<file path="src/rtl/ex_mem_pipe_pkg.sv">
// ----------------------------------------------------------------
// ex_mem_pipe_pkg: shared EX/MEM types and access-size helpers. Rev 1.0
// ----------------------------------------------------------------
`default_nettype none

package ex_mem_pipe_pkg;

  // Encoding equals occupancy so the state drives the count output directly.
  typedef enum logic [1:0] {
    ST_EMPTY = 2'd0,
    ST_ONE   = 2'd1,
    ST_TWO   = 2'd2
  } pipe_state_e;

  localparam logic [1:0] SZ_BYTE = 2'b00;
  localparam logic [1:0] SZ_HALF = 2'b01;
  localparam logic [1:0] SZ_WORD = 2'b10;

  function automatic logic access_misaligned(
    input logic       mem_access,
    input logic [1:0] size,
    input logic [1:0] addr_lo
  );
    logic mis;
    mis = 1'b0;
    if (mem_access) begin
      if (size == SZ_HALF) mis = addr_lo[0];
      else if (size == SZ_WORD) mis = (addr_lo != 2'b00);
    end
    return mis;
  endfunction

endpackage

`default_nettype wire

</file>
<file path="src/rtl/ex_mem_pipe_if.sv">
// ----------------------------------------------------------------
// ex_mem_pipe_if: execute-side and memory-side handshake bundle. Rev 1.0
// ----------------------------------------------------------------
`default_nettype none

interface ex_mem_pipe_if #(
  parameter int DATA_W = 32,
  parameter int RD_W   = 5
);
  logic              iValid;
  logic              oReady;
  logic [DATA_W-1:0] iAluData;
  logic              iAluZero;
  logic [RD_W-1:0]   iRd;
  logic              iRegWrite;
  logic              iMemRead;
  logic              iMemWrite;
  logic [2:0]        iFunct3;
  logic [DATA_W-1:0] iStoreData;
  logic              iFlush;
  logic              oValid;
  logic              iReady;
  logic [DATA_W-1:0] oAluData;
  logic              oZero;
  logic [RD_W-1:0]   oRd;
  logic              oRegWrite;
  logic              oMemRead;
  logic              oMemWrite;
  logic [2:0]        oFunct3;
  logic [DATA_W-1:0] oStoreData;
  logic              oMisaligned;
  logic [1:0]        oCount;

  modport master (
    output iValid, iAluData, iAluZero, iRd, iRegWrite, iMemRead, iMemWrite,
           iFunct3, iStoreData, iFlush, iReady,
    input  oReady, oValid, oAluData, oZero, oRd, oRegWrite, oMemRead,
           oMemWrite, oFunct3, oStoreData, oMisaligned, oCount
  );

  modport slave (
    input  iValid, iAluData, iAluZero, iRd, iRegWrite, iMemRead, iMemWrite,
           iFunct3, iStoreData, iFlush, iReady,
    output oReady, oValid, oAluData, oZero, oRd, oRegWrite, oMemRead,
           oMemWrite, oFunct3, oStoreData, oMisaligned, oCount
  );
endinterface

`default_nettype wire

</file>
<file path="src/rtl/ex_mem_pipe_slot.sv">
// ----------------------------------------------------------------
// ex_mem_slot: payload register with load enable, async clear. Rev 1.0
// ----------------------------------------------------------------
`default_nettype none

module ex_mem_slot #(
  parameter int W = 8
) (
  input  wire logic         iClk,
  input  wire logic         iRstN,
  input  wire logic         iLoad,
  input  wire logic [W-1:0] iD,
  output logic      [W-1:0] oQ
);
  logic [W-1:0] data_q;

  always_ff @(posedge iClk or negedge iRstN) begin
    if (!iRstN) data_q <= '0;
    else if (iLoad) data_q <= iD;
  end

  assign oQ = data_q;
endmodule

`default_nettype wire

</file>
<file path="src/rtl/ex_mem_pipe.sv">
// ----------------------------------------------------------------
// ex_mem_pipe: EX/MEM two-entry skid buffer with flush. Rev 1.0
// ----------------------------------------------------------------
`default_nettype none

module ex_mem_pipe
  import ex_mem_pipe_pkg::*;
#(
  parameter int DATA_W = 32,
  parameter int RD_W   = 5
) (
  input wire logic     iClk,
  input wire logic     iRstN,
  ex_mem_pipe_if.slave bus
);
  localparam int PAY_W = 2 * DATA_W + RD_W + 8;

  pipe_state_e      state_q, state_d;
  logic             load_main, load_skid, main_from_skid;
  logic             ready_w, valid_w, in_fire, out_fire;
  logic             regwrite_w, misaligned_w;
  logic [PAY_W-1:0] in_pay, main_d, main_q, skid_q;

  assign regwrite_w   = bus.iRegWrite & (bus.iRd != '0);
  assign misaligned_w = access_misaligned(bus.iMemRead | bus.iMemWrite,
                                          bus.iFunct3[1:0], bus.iAluData[1:0]);
  assign in_pay = {bus.iAluData, bus.iAluZero, bus.iRd, regwrite_w, bus.iMemRead,
                   bus.iMemWrite, bus.iFunct3, bus.iStoreData, misaligned_w};

  // Handshake flags are a function of state only; iReady never reaches oReady.
  assign ready_w  = (state_q != ST_TWO);
  assign valid_w  = (state_q != ST_EMPTY);
  assign in_fire  = bus.iValid & ready_w;
  assign out_fire = valid_w & bus.iReady;

  always_ff @(posedge iClk or negedge iRstN) begin
    if (!iRstN) state_q <= ST_EMPTY;
    else        state_q <= state_d;
  end

  always_comb begin
    state_d        = state_q;
    load_main      = 1'b0;
    load_skid      = 1'b0;
    main_from_skid = 1'b0;
    case (state_q)
      ST_EMPTY: begin
        if (in_fire) begin
          state_d   = ST_ONE;
          load_main = 1'b1;
        end
      end
      ST_ONE: begin
        if (in_fire && out_fire) begin
          load_main = 1'b1;
        end else if (in_fire) begin
          state_d   = ST_TWO;
          load_skid = 1'b1;
        end else if (out_fire) begin
          state_d = ST_EMPTY;
        end
      end
      ST_TWO: begin
        if (out_fire) begin
          state_d        = ST_ONE;
          load_main      = 1'b1;
          main_from_skid = 1'b1;
        end
      end
      default: state_d = ST_EMPTY;
    endcase
    // Flush wins over everything; payload registers simply keep stale data.
    if (bus.iFlush) begin
      state_d   = ST_EMPTY;
      load_main = 1'b0;
      load_skid = 1'b0;
    end
  end

  assign main_d = main_from_skid ? skid_q : in_pay;

  ex_mem_slot #(.W(PAY_W)) u_main (
    .iClk  (iClk),
    .iRstN (iRstN),
    .iLoad (load_main),
    .iD    (main_d),
    .oQ    (main_q)
  );

  ex_mem_slot #(.W(PAY_W)) u_skid (
    .iClk  (iClk),
    .iRstN (iRstN),
    .iLoad (load_skid),
    .iD    (in_pay),
    .oQ    (skid_q)
  );

  assign bus.oReady = ready_w;
  assign bus.oValid = valid_w;
  assign bus.oCount = state_q;
  assign {bus.oAluData, bus.oZero, bus.oRd, bus.oRegWrite, bus.oMemRead,
          bus.oMemWrite, bus.oFunct3, bus.oStoreData, bus.oMisaligned} = main_q;

endmodule

`default_nettype wire

</file>
<file path="src/flat_wrapper.sv">
// flat-port wrapper written by rule: the top's interface ports become plain ports
module ex_mem_pipe_flat import ex_mem_pipe_pkg::*;
#(
  parameter int DATA_W = 32,
  parameter int RD_W   = 5
)
  (iClk, iRstN, bus_iValid, bus_iAluData, bus_iAluZero, bus_iRd, bus_iRegWrite, bus_iMemRead, bus_iMemWrite, bus_iFunct3, bus_iStoreData, bus_iFlush, bus_iReady, bus_oReady, bus_oValid, bus_oAluData, bus_oZero, bus_oRd, bus_oRegWrite, bus_oMemRead, bus_oMemWrite, bus_oFunct3, bus_oStoreData, bus_oMisaligned, bus_oCount);
  ex_mem_pipe_if #(.DATA_W(DATA_W), .RD_W(RD_W)) bus_i ();
  input wire logic iClk;
  input wire logic iRstN;
  input wire logic [$bits(bus_i.iValid)-1:0] bus_iValid;
  input wire logic [$bits(bus_i.iAluData)-1:0] bus_iAluData;
  input wire logic [$bits(bus_i.iAluZero)-1:0] bus_iAluZero;
  input wire logic [$bits(bus_i.iRd)-1:0] bus_iRd;
  input wire logic [$bits(bus_i.iRegWrite)-1:0] bus_iRegWrite;
  input wire logic [$bits(bus_i.iMemRead)-1:0] bus_iMemRead;
  input wire logic [$bits(bus_i.iMemWrite)-1:0] bus_iMemWrite;
  input wire logic [$bits(bus_i.iFunct3)-1:0] bus_iFunct3;
  input wire logic [$bits(bus_i.iStoreData)-1:0] bus_iStoreData;
  input wire logic [$bits(bus_i.iFlush)-1:0] bus_iFlush;
  input wire logic [$bits(bus_i.iReady)-1:0] bus_iReady;
  output wire logic [$bits(bus_i.oReady)-1:0] bus_oReady;
  output wire logic [$bits(bus_i.oValid)-1:0] bus_oValid;
  output wire logic [$bits(bus_i.oAluData)-1:0] bus_oAluData;
  output wire logic [$bits(bus_i.oZero)-1:0] bus_oZero;
  output wire logic [$bits(bus_i.oRd)-1:0] bus_oRd;
  output wire logic [$bits(bus_i.oRegWrite)-1:0] bus_oRegWrite;
  output wire logic [$bits(bus_i.oMemRead)-1:0] bus_oMemRead;
  output wire logic [$bits(bus_i.oMemWrite)-1:0] bus_oMemWrite;
  output wire logic [$bits(bus_i.oFunct3)-1:0] bus_oFunct3;
  output wire logic [$bits(bus_i.oStoreData)-1:0] bus_oStoreData;
  output wire logic [$bits(bus_i.oMisaligned)-1:0] bus_oMisaligned;
  output wire logic [$bits(bus_i.oCount)-1:0] bus_oCount;
  assign bus_i.iValid = bus_iValid;
  assign bus_i.iAluData = bus_iAluData;
  assign bus_i.iAluZero = bus_iAluZero;
  assign bus_i.iRd = bus_iRd;
  assign bus_i.iRegWrite = bus_iRegWrite;
  assign bus_i.iMemRead = bus_iMemRead;
  assign bus_i.iMemWrite = bus_iMemWrite;
  assign bus_i.iFunct3 = bus_iFunct3;
  assign bus_i.iStoreData = bus_iStoreData;
  assign bus_i.iFlush = bus_iFlush;
  assign bus_i.iReady = bus_iReady;
  assign bus_oReady = bus_i.oReady;
  assign bus_oValid = bus_i.oValid;
  assign bus_oAluData = bus_i.oAluData;
  assign bus_oZero = bus_i.oZero;
  assign bus_oRd = bus_i.oRd;
  assign bus_oRegWrite = bus_i.oRegWrite;
  assign bus_oMemRead = bus_i.oMemRead;
  assign bus_oMemWrite = bus_i.oMemWrite;
  assign bus_oFunct3 = bus_i.oFunct3;
  assign bus_oStoreData = bus_i.oStoreData;
  assign bus_oMisaligned = bus_i.oMisaligned;
  assign bus_oCount = bus_i.oCount;
  ex_mem_pipe #(.DATA_W(DATA_W), .RD_W(RD_W)) u_core (.iClk(iClk), .iRstN(iRstN), .bus(bus_i));
endmodule
</file>
<file path="config.mk">
export PLATFORM = sky130hd
export DESIGN_NAME = ex_mem_pipe_flat
export DESIGN_NICKNAME = d
export VERILOG_FILES = /design/src/rtl/ex_mem_pipe_pkg.sv /design/src/rtl/ex_mem_pipe_if.sv /design/src/rtl/ex_mem_pipe_slot.sv /design/src/rtl/ex_mem_pipe.sv /design/src/flat_wrapper.sv
export SDC_FILE = /design/constraint.sdc
export NUM_CORES = 1
export LEC_CHECK = 0
export CAP_MARGIN = 40
export CORE_MARGIN = 2
export CORE_UTILIZATION = 46
export CTS_BUF_LIST = sky130_fd_sc_hd__clkbuf_8
export DETAILED_ROUTE_END_ITERATION = 10
export PLACE_DENSITY = 0.78
export SLEW_MARGIN = 20
export SYNTH_ARGS = -nofsm -noshare
export SYNTH_HDL_FRONTEND = slang
export SYNTH_SLANG_ARGS = --single-unit
export TNS_END_PERCENT = 20
</file>
<file path="constraint.sdc">
create_clock -name iClk -period 1.4 [get_ports iClk]
set_input_delay 0.28 -clock iClk [delete_from_list [all_inputs] [get_ports iClk]]
set_output_delay 0.28 -clock iClk [all_outputs]
set_load 0.05 [all_outputs]
</file>
==> results of run 1 <==
[power by group]
| part | leakage (nW) | total (mW) | internal [mW] | switching, mW |
|---|---|---|---|---|
| Sequential | 1.92 | 6.41 | 5.56 | 0.852 |
| Combinational | 2.95 | 5.35 | 2.77 | 2.58 |
| Clock | 0.203 | 3.16 | 1.60 | 1.56 |
[area by class of cell]
class | instances | area (sq um) | share of cell area, %
clock buffer | 22 | 303 | 2.94
clock inverter | 9 | 70.1 | 0.681
inverter | 2 | 7.51 | 0.0730
multi-input combinational | 333 | 2650 | 25.8
sequential | 156 | 3910 | 38.0
tap | 180 | 225 | 2.19
timing repair buffer | 212 | 3120 | 30.3
[synthesized netlist by cell type, drive strengths merged, types with 2 or more instances]
master and count:
mux2i 76, inv 2, o21ai 79, nand2 79, clkbuf 8, mux2 77, nor2 3, a21oi 2
buf 26, dfrtp 156
[critical path: stages (launching register included)]
cell and delay [ns]:
dfrtp_2 0.44, buf_6 0.12, or2_4 0.23, buf_8 0.15
[repair_timing]
action                                  CTS  global route
hold endpoints to repair                 98             0
setup buffers                             6             1
gates resized for setup                  35            61
hold buffers                              1             0
pin swaps                                 5             6
cloned                                    3             7
endpoints found under the setup margin  157           158
[per-layer routing]
metal | up-vias | track usage [%] | routed length (microns)
met4 | 0 | 9.83 | 437
li1 | 2233 | - | -
met1 | 2432 | 24.9 | 6530
met3 | 34 | 4.67 | 758
met2 | 134 | 37.0 | 9280
met5 | - | 0 | 0
[state kept, by name, summed over array words and instances, names as in the netlist]
register and flops:
u_core.bus.oCount 2, u_core.u_main.oQ 77, u_core.u_skid.oQ 77
[per-stage QoR]
| stage | cells | utilization, % |
|---|---|---|
| 6_report | 914 | 73.8 |
| 5_1_grt | 914 | 73.8 |
| 4_1_cts | 906 | 71.9 |
| 3_5_place_dp | 865 | 67.6 |
| 3_3_place_gp | 865 | 67.6 |
| 2_1_floorplan | 523 | - |
[worst paths after layout]
path	start	end	slack [ns]
max	u_core.bus.oCount[0]	bus_oValid	-0.25
min	iRstN	u_core.u_skid.oQ[15]	0.27
max reg2reg	u_core.bus.oCount[1]	u_core.u_main.oQ[41]	-0.25
min reg2reg	u_core.u_skid.oQ[38]	u_core.u_skid.oQ[38]	0.48
max in group asynchronous	iRstN	u_core.u_main.oQ[28]	0.55
min in group iClk	bus_iAluData[2]	u_core.u_skid.oQ[47]	0.48
[logic make-up after synthesis]
kind of cell / synth area share (%)
flip-flops: 59.0
AO/OA/AOI/OAI: 6.72
multiplexers: 24.7
XOR/XNOR: 0.132
AND/OR/NAND/NOR: 5.75
buffers and inverters: 3.69
==> metrics.txt, run 1 <==
peak supply drop=between 800 and 900 uV; Vias/cell=between 5 and 6; type of the worst setup path=reg2out; width of the chip=roughly 120 microns; Worst-Margin Slew=roughly 0.36 ns; global-route wire length before repair=between 20 and 25 mm; Synth Cell Area=about 6600 sq um; DIE HEIGHT=approximately 120 microns; GRT Overall Usage=a little over a fifth; RSZ-0062 raised after global routing=yes; dpl ws=-0.629 ns; via count=between 4000 and 5000; EDFF count, synth=0; # diodes=0; Antenna Violating Nets Remaining=0; commonest non-fill, non-tap cell in the layout=dfrtp_1; clk sinks=about 160; Cell Area, Placed=about 9400 sq um; Skew-Pair Late Insertion Delay=around 0.44 ns; final setup margin=-0.252 ns; Starting Density=between 40% and 50%; R2R depth=6; CP max FO=4; Detailed Routing Iterations Pass 1=4; total grt overflow=0; H-Tree Depth=4; CTS tree=yes; FP Rows=between 40 and 50; area leader, netlist=dfrtp_1; min Tclk post-route=1.65 ns; failing checks=negative setup slack; WP data arrival=approximately 1.4 ns; Max Cap Viol=0; Worst Setup End Kind=output port; # port buffers=161; Remaining DRCs=0; number of setup violations in the final report=158; DR WL/cell=around 19 microns; net count after synthesis=~600; Leak=about 5.1 nW; Root Buffer=clkbuf_8; die area=15400 sq um; power per cell area=1450 nW/um^2; Setup crit start kind=flop; Net count, final=around 800; vias in the first global route=4909; Synth top area share=59.0%; commonest cells after routing, fill and taps aside=dfrtp_1 (153), buf_12 (92), clkdlybuf4s50_1 (79); clock-pin slew on the worst setup and hold paths=0.08 ns; number of fill cells=slightly below 900; Placer Congestion=about 0.8; synthesized flop and latch total=approximately 160; Core Region=approximately 14000 sq um; cts bufs inserted=17; maximum clock path buffer count=2; Max Clock Skew=between 0.009 and 0.01 ns; Most used DFF post-synth=dfrtp_1; headroom to the max-slew limit=about 76%; async set or reset register ratio after synthesis=between 90% and 100%; Final Cell Area=10300 sq um; worst path required time=about 1.1 ns; dpl hpwl=11.0 mm; io pins=about 160; WHS=between 0.2 and 0.3 ns; fin crit share=118%; YS warnings=0; Seq/Total Area, Yosys=between 50 and 60%; status=finished with violations; dominant cells by area after synthesis=dfrtp_1 (59%), mux2_2 (13%), mux2i_1 (12%); total chip power=roughly 15 mW; Area Growth Syn to Fin=55.6%; initial DRC count=roughly 160; share of cells above drive strength 1=between 30% and 40%; Mean Syn Cell Area=12.6 sq um; setup TNS=-24.08 ns; Final Hold Fails=0; largest net degree at the start of global routing=69; Mapped Cells=~520; antenna violations before repair=0; Synth cell types=28; maximum clock rate=605 MHz; class of the worst hold path=in2async; DRT Wirelength=roughly 17 mm; final max-slew violation count=0
Power figures use the tool's default switching activity.
==> run 2: changes to the inputs <==
--- a/config.mk
+++ b/config.mk
@@ -7,10 +7,10 @@
 export LEC_CHECK = 0
 export CAP_MARGIN = 40
 export CORE_MARGIN = 2
-export CORE_UTILIZATION = 46
+export CORE_UTILIZATION = 51
 export CTS_BUF_LIST = sky130_fd_sc_hd__clkbuf_8
 export DETAILED_ROUTE_END_ITERATION = 10
-export PLACE_DENSITY = 0.78
+export PLACE_DENSITY = 0.82
 export SLEW_MARGIN = 20
 export SYNTH_ARGS = -nofsm -noshare
 export SYNTH_HDL_FRONTEND = slang
==> constraint.sdc (replaced) <==
create_clock -name iClk -period 1.6 [get_ports iClk]
set_input_delay 0.32 -clock iClk [delete_from_list [all_inputs] [get_ports iClk]]
set_output_delay 0.32 -clock iClk [all_outputs]
set_load 0.05 [all_outputs]
==> run 2 against run 1 <==
The flow still finishes with violations (negative setup slack). Sequential share of layout area rose by 4.7 points. Final cell count down 1.6%. Clock-buffer cell count down 3. Worst hold slack improved by 0.053 ns. First-iteration DRC count up 90%. Clock skew hardly changed.
==> metrics.txt, run 2 (synthesized netlist as in run 1, its figures left out) <==
Leak=4.68 nW (-7.7%); Max Cap Viol=0 (unchanged); DR WL/cell=17.7 microns (-4.9%); share of cells above drive strength 1=32.9% (-5.0 points); Antenna Violating Nets Remaining=0 (unchanged); type of the worst setup path=reg2reg; die area=13900 sq um (-9.5%); maximum clock rate=578 MHz; FF-to-FF setup slack=-0.13 ns (+0.12 ns); Net count, final=794 (-1.1%); initial DRC count=306 (+90%); CP cell instances=buf_6, mux2i_2, o31a_2, buf_6, o21ai_0; worst path required time=1.96 ns (+0.84 ns); commonest non-fill, non-tap cell in the layout=dfrtp_1; Worst-Margin Slew=0.352 ns (-0.00610 ns); io pins=162 (unchanged); commonest cells after routing, fill and taps aside=dfrtp_1 (154), buf_4 (93), nand2_1 (79), clkdlybuf4s50_1 (79), mux2_2 (76); headroom to the max-slew limit=76.1% (+0.20 points); class of the worst hold path=in2async; RSZ-0062 raised after global routing=yes; cts bufs inserted=17 (unchanged); global-route wire length before repair=24.3 mm (-0.90%); dpl hpwl=10.5 mm (-5.0%); number of fill cells=905 (+2.4%); status=finished with violations; total grt overflow=0 (unchanged); Cell Area, Placed=8500 sq um (-9.8%); Inst Count DP=855 (-1.2%); Worst Setup End Kind=flop; min Tclk post-route=about 1.7 ns; critical path's slowest cell=o31a_2; most used cell, CP=buf_6; cell family with most CP delay=compound AO/OA/AOI/OAI gates; Final Hold Fails=0 (unchanged); Max Clock Skew=0.00908 ns (-0.000213 ns); # port buffers=161 (unchanged); CP max stage delay=0.46 ns (+0.02 ns); final max-slew violation count=0 (unchanged); total chip power=12.4 mW (-17%); Placer Congestion=0.768 (-1.7%); Register Area=3910 sq um (about the same); Bufs and invs on worst path=2 (unchanged); clk sinks=156 (unchanged); Post-Layout Cell Count=899 (-1.6%); Reg2Reg Capture Point=u_core.u_main.oQ[75]; DRT Wirelength=15.9 mm (-6.5%); Skew-Pair Late Insertion Delay=0.46 ns (+0.02 ns); Vias/cell=5.27 (-0.35%); maximum clock path buffer count=2 (unchanged); Final Util=72.5% (-1.4 points); Detailed Routing Iterations Pass 1=4 (unchanged); CTS tree=yes; fin crit share=108%; CP max FO=17 (+13); R2R depth=5 (-1); GRT Overall Usage=22.2% (+0.99 points); clock-pin slew on the worst setup and hold paths=0.08 ns (about the same); final setup margin=-0.129 ns (+0.123 ns); DIE HEIGHT=118 microns (-4.9%); Starting Density=52.4% (+4.9 points); vias in the first global route=4805 (-2.1%); Root Buffer=clkbuf_8; dpl ws=-0.401 ns (+0.228 ns); number of setup violations in the final report=79 (-50%); Final Cell Area=9150 sq um (-11%); largest net degree at the start of global routing=69 (unchanged); FP Rows=41 (-4.7%); H-Tree Depth=4 (unchanged); Setup crit start kind=flop; footprint of the multi-input gates=2500 sq um (-5.9%); Core Region=12600 sq um (-9.4%); peak supply drop=850 uV (+5.8%); antenna violations before repair=1 (+1); reg-to-reg startpoint=u_core.bus.oCount[1]; Remaining DRCs=0 (unchanged); via count=4737 (-2.0%); width of the chip=118 microns (-4.9%); Area Growth Syn to Fin=38.3%; WP data arrival=2.09 ns (+0.72 ns); power per cell area=1350 nW/um^2 (-6.7%); failing checks=negative setup slack
[run 2: cell count changes in the layout (fill, tap and decap cells not counted), moves of 3 or more]
cell       previous run  this run
o21ai_1              52        10
buf_4                23        93
buf_16                3         0
o21ai_0              19        69
bufinv_16             1         5
nand2_2              17         0
o21ai_2               8         0
buf_12               92        20
clkbuf_8             22        19
nand2_1              59        79
nand2_4               3         0
[run 2: metal layers]
layer | share of wire [%] | global-route usage, %
met5 | 0 | 0
met4 | 2.3 | 8.73
met3 | 5.1 | 6.35
met2 | 52 | 38.0
met1 | 41 | 26.4
[run 2: layout make-up]
| class | instances | area share [%] |
|---|---|---|
| Tap cell | 172 | 2.35 |
| Clock inverter | 13 | 2.15 |
| Multi-Input combinational cell | 332 | 27.3 |
| Timing Repair Buffer | 204 | 22.5 |
| Clock buffer | 19 | 2.86 |
| Antenna cell | 1 | 0.0274 |
| Inverter | 2 | 0.0821 |
| Sequential cell | 156 | 42.7 |
[run 2: worst max path at each step]
stage                              start              endpoint  slack (ns)  cells after the start
floorplan           u_core.bus.oCount[1]  u_core.u_skid.oQ[70]       -0.02                      5
global placement              bus_iRd[3]  u_core.u_main.oQ[38]       -0.32                      5
detailed placement            bus_iRd[3]  u_core.u_main.oQ[38]       -0.40                      5
CTS                 u_core.bus.oCount[1]            bus_oValid       -0.12                      3
global route        u_core.bus.oCount[1]  u_core.u_main.oQ[69]       -0.15                      6
finish              u_core.bus.oCount[1]  u_core.u_main.oQ[75]       -0.13                      5
[run 2: metrics by stage]
step                hold WS, ns  setup TNS [ns]
finish                    0.324           -4.47
global route              0.325           -8.00
CTS                       0.315          -0.951
detailed placement        0.240          -45.24
global placement          0.237          -38.19
floorplan                0.0244          -0.114
[run 2: what timing repair did]
action	in CTS	in global routing
buffers inserted	3	2
setup endpoints to repair	2	136
pin swaps	2	2
cloned	0	5
endpoints found under the hold margin	27	0
gates resized for setup	9	15
hold buffers	1	0
[run 2: where the power goes]
group / internal, mW / leakage [nW] / switching, mW
registers: 4.86 / 1.92 / 0.514
clock network: 1.92 / 0.229 / 1.44
logic: 1.47 / 2.53 / 2.18
total: 8.25 / 4.68 / 4.13
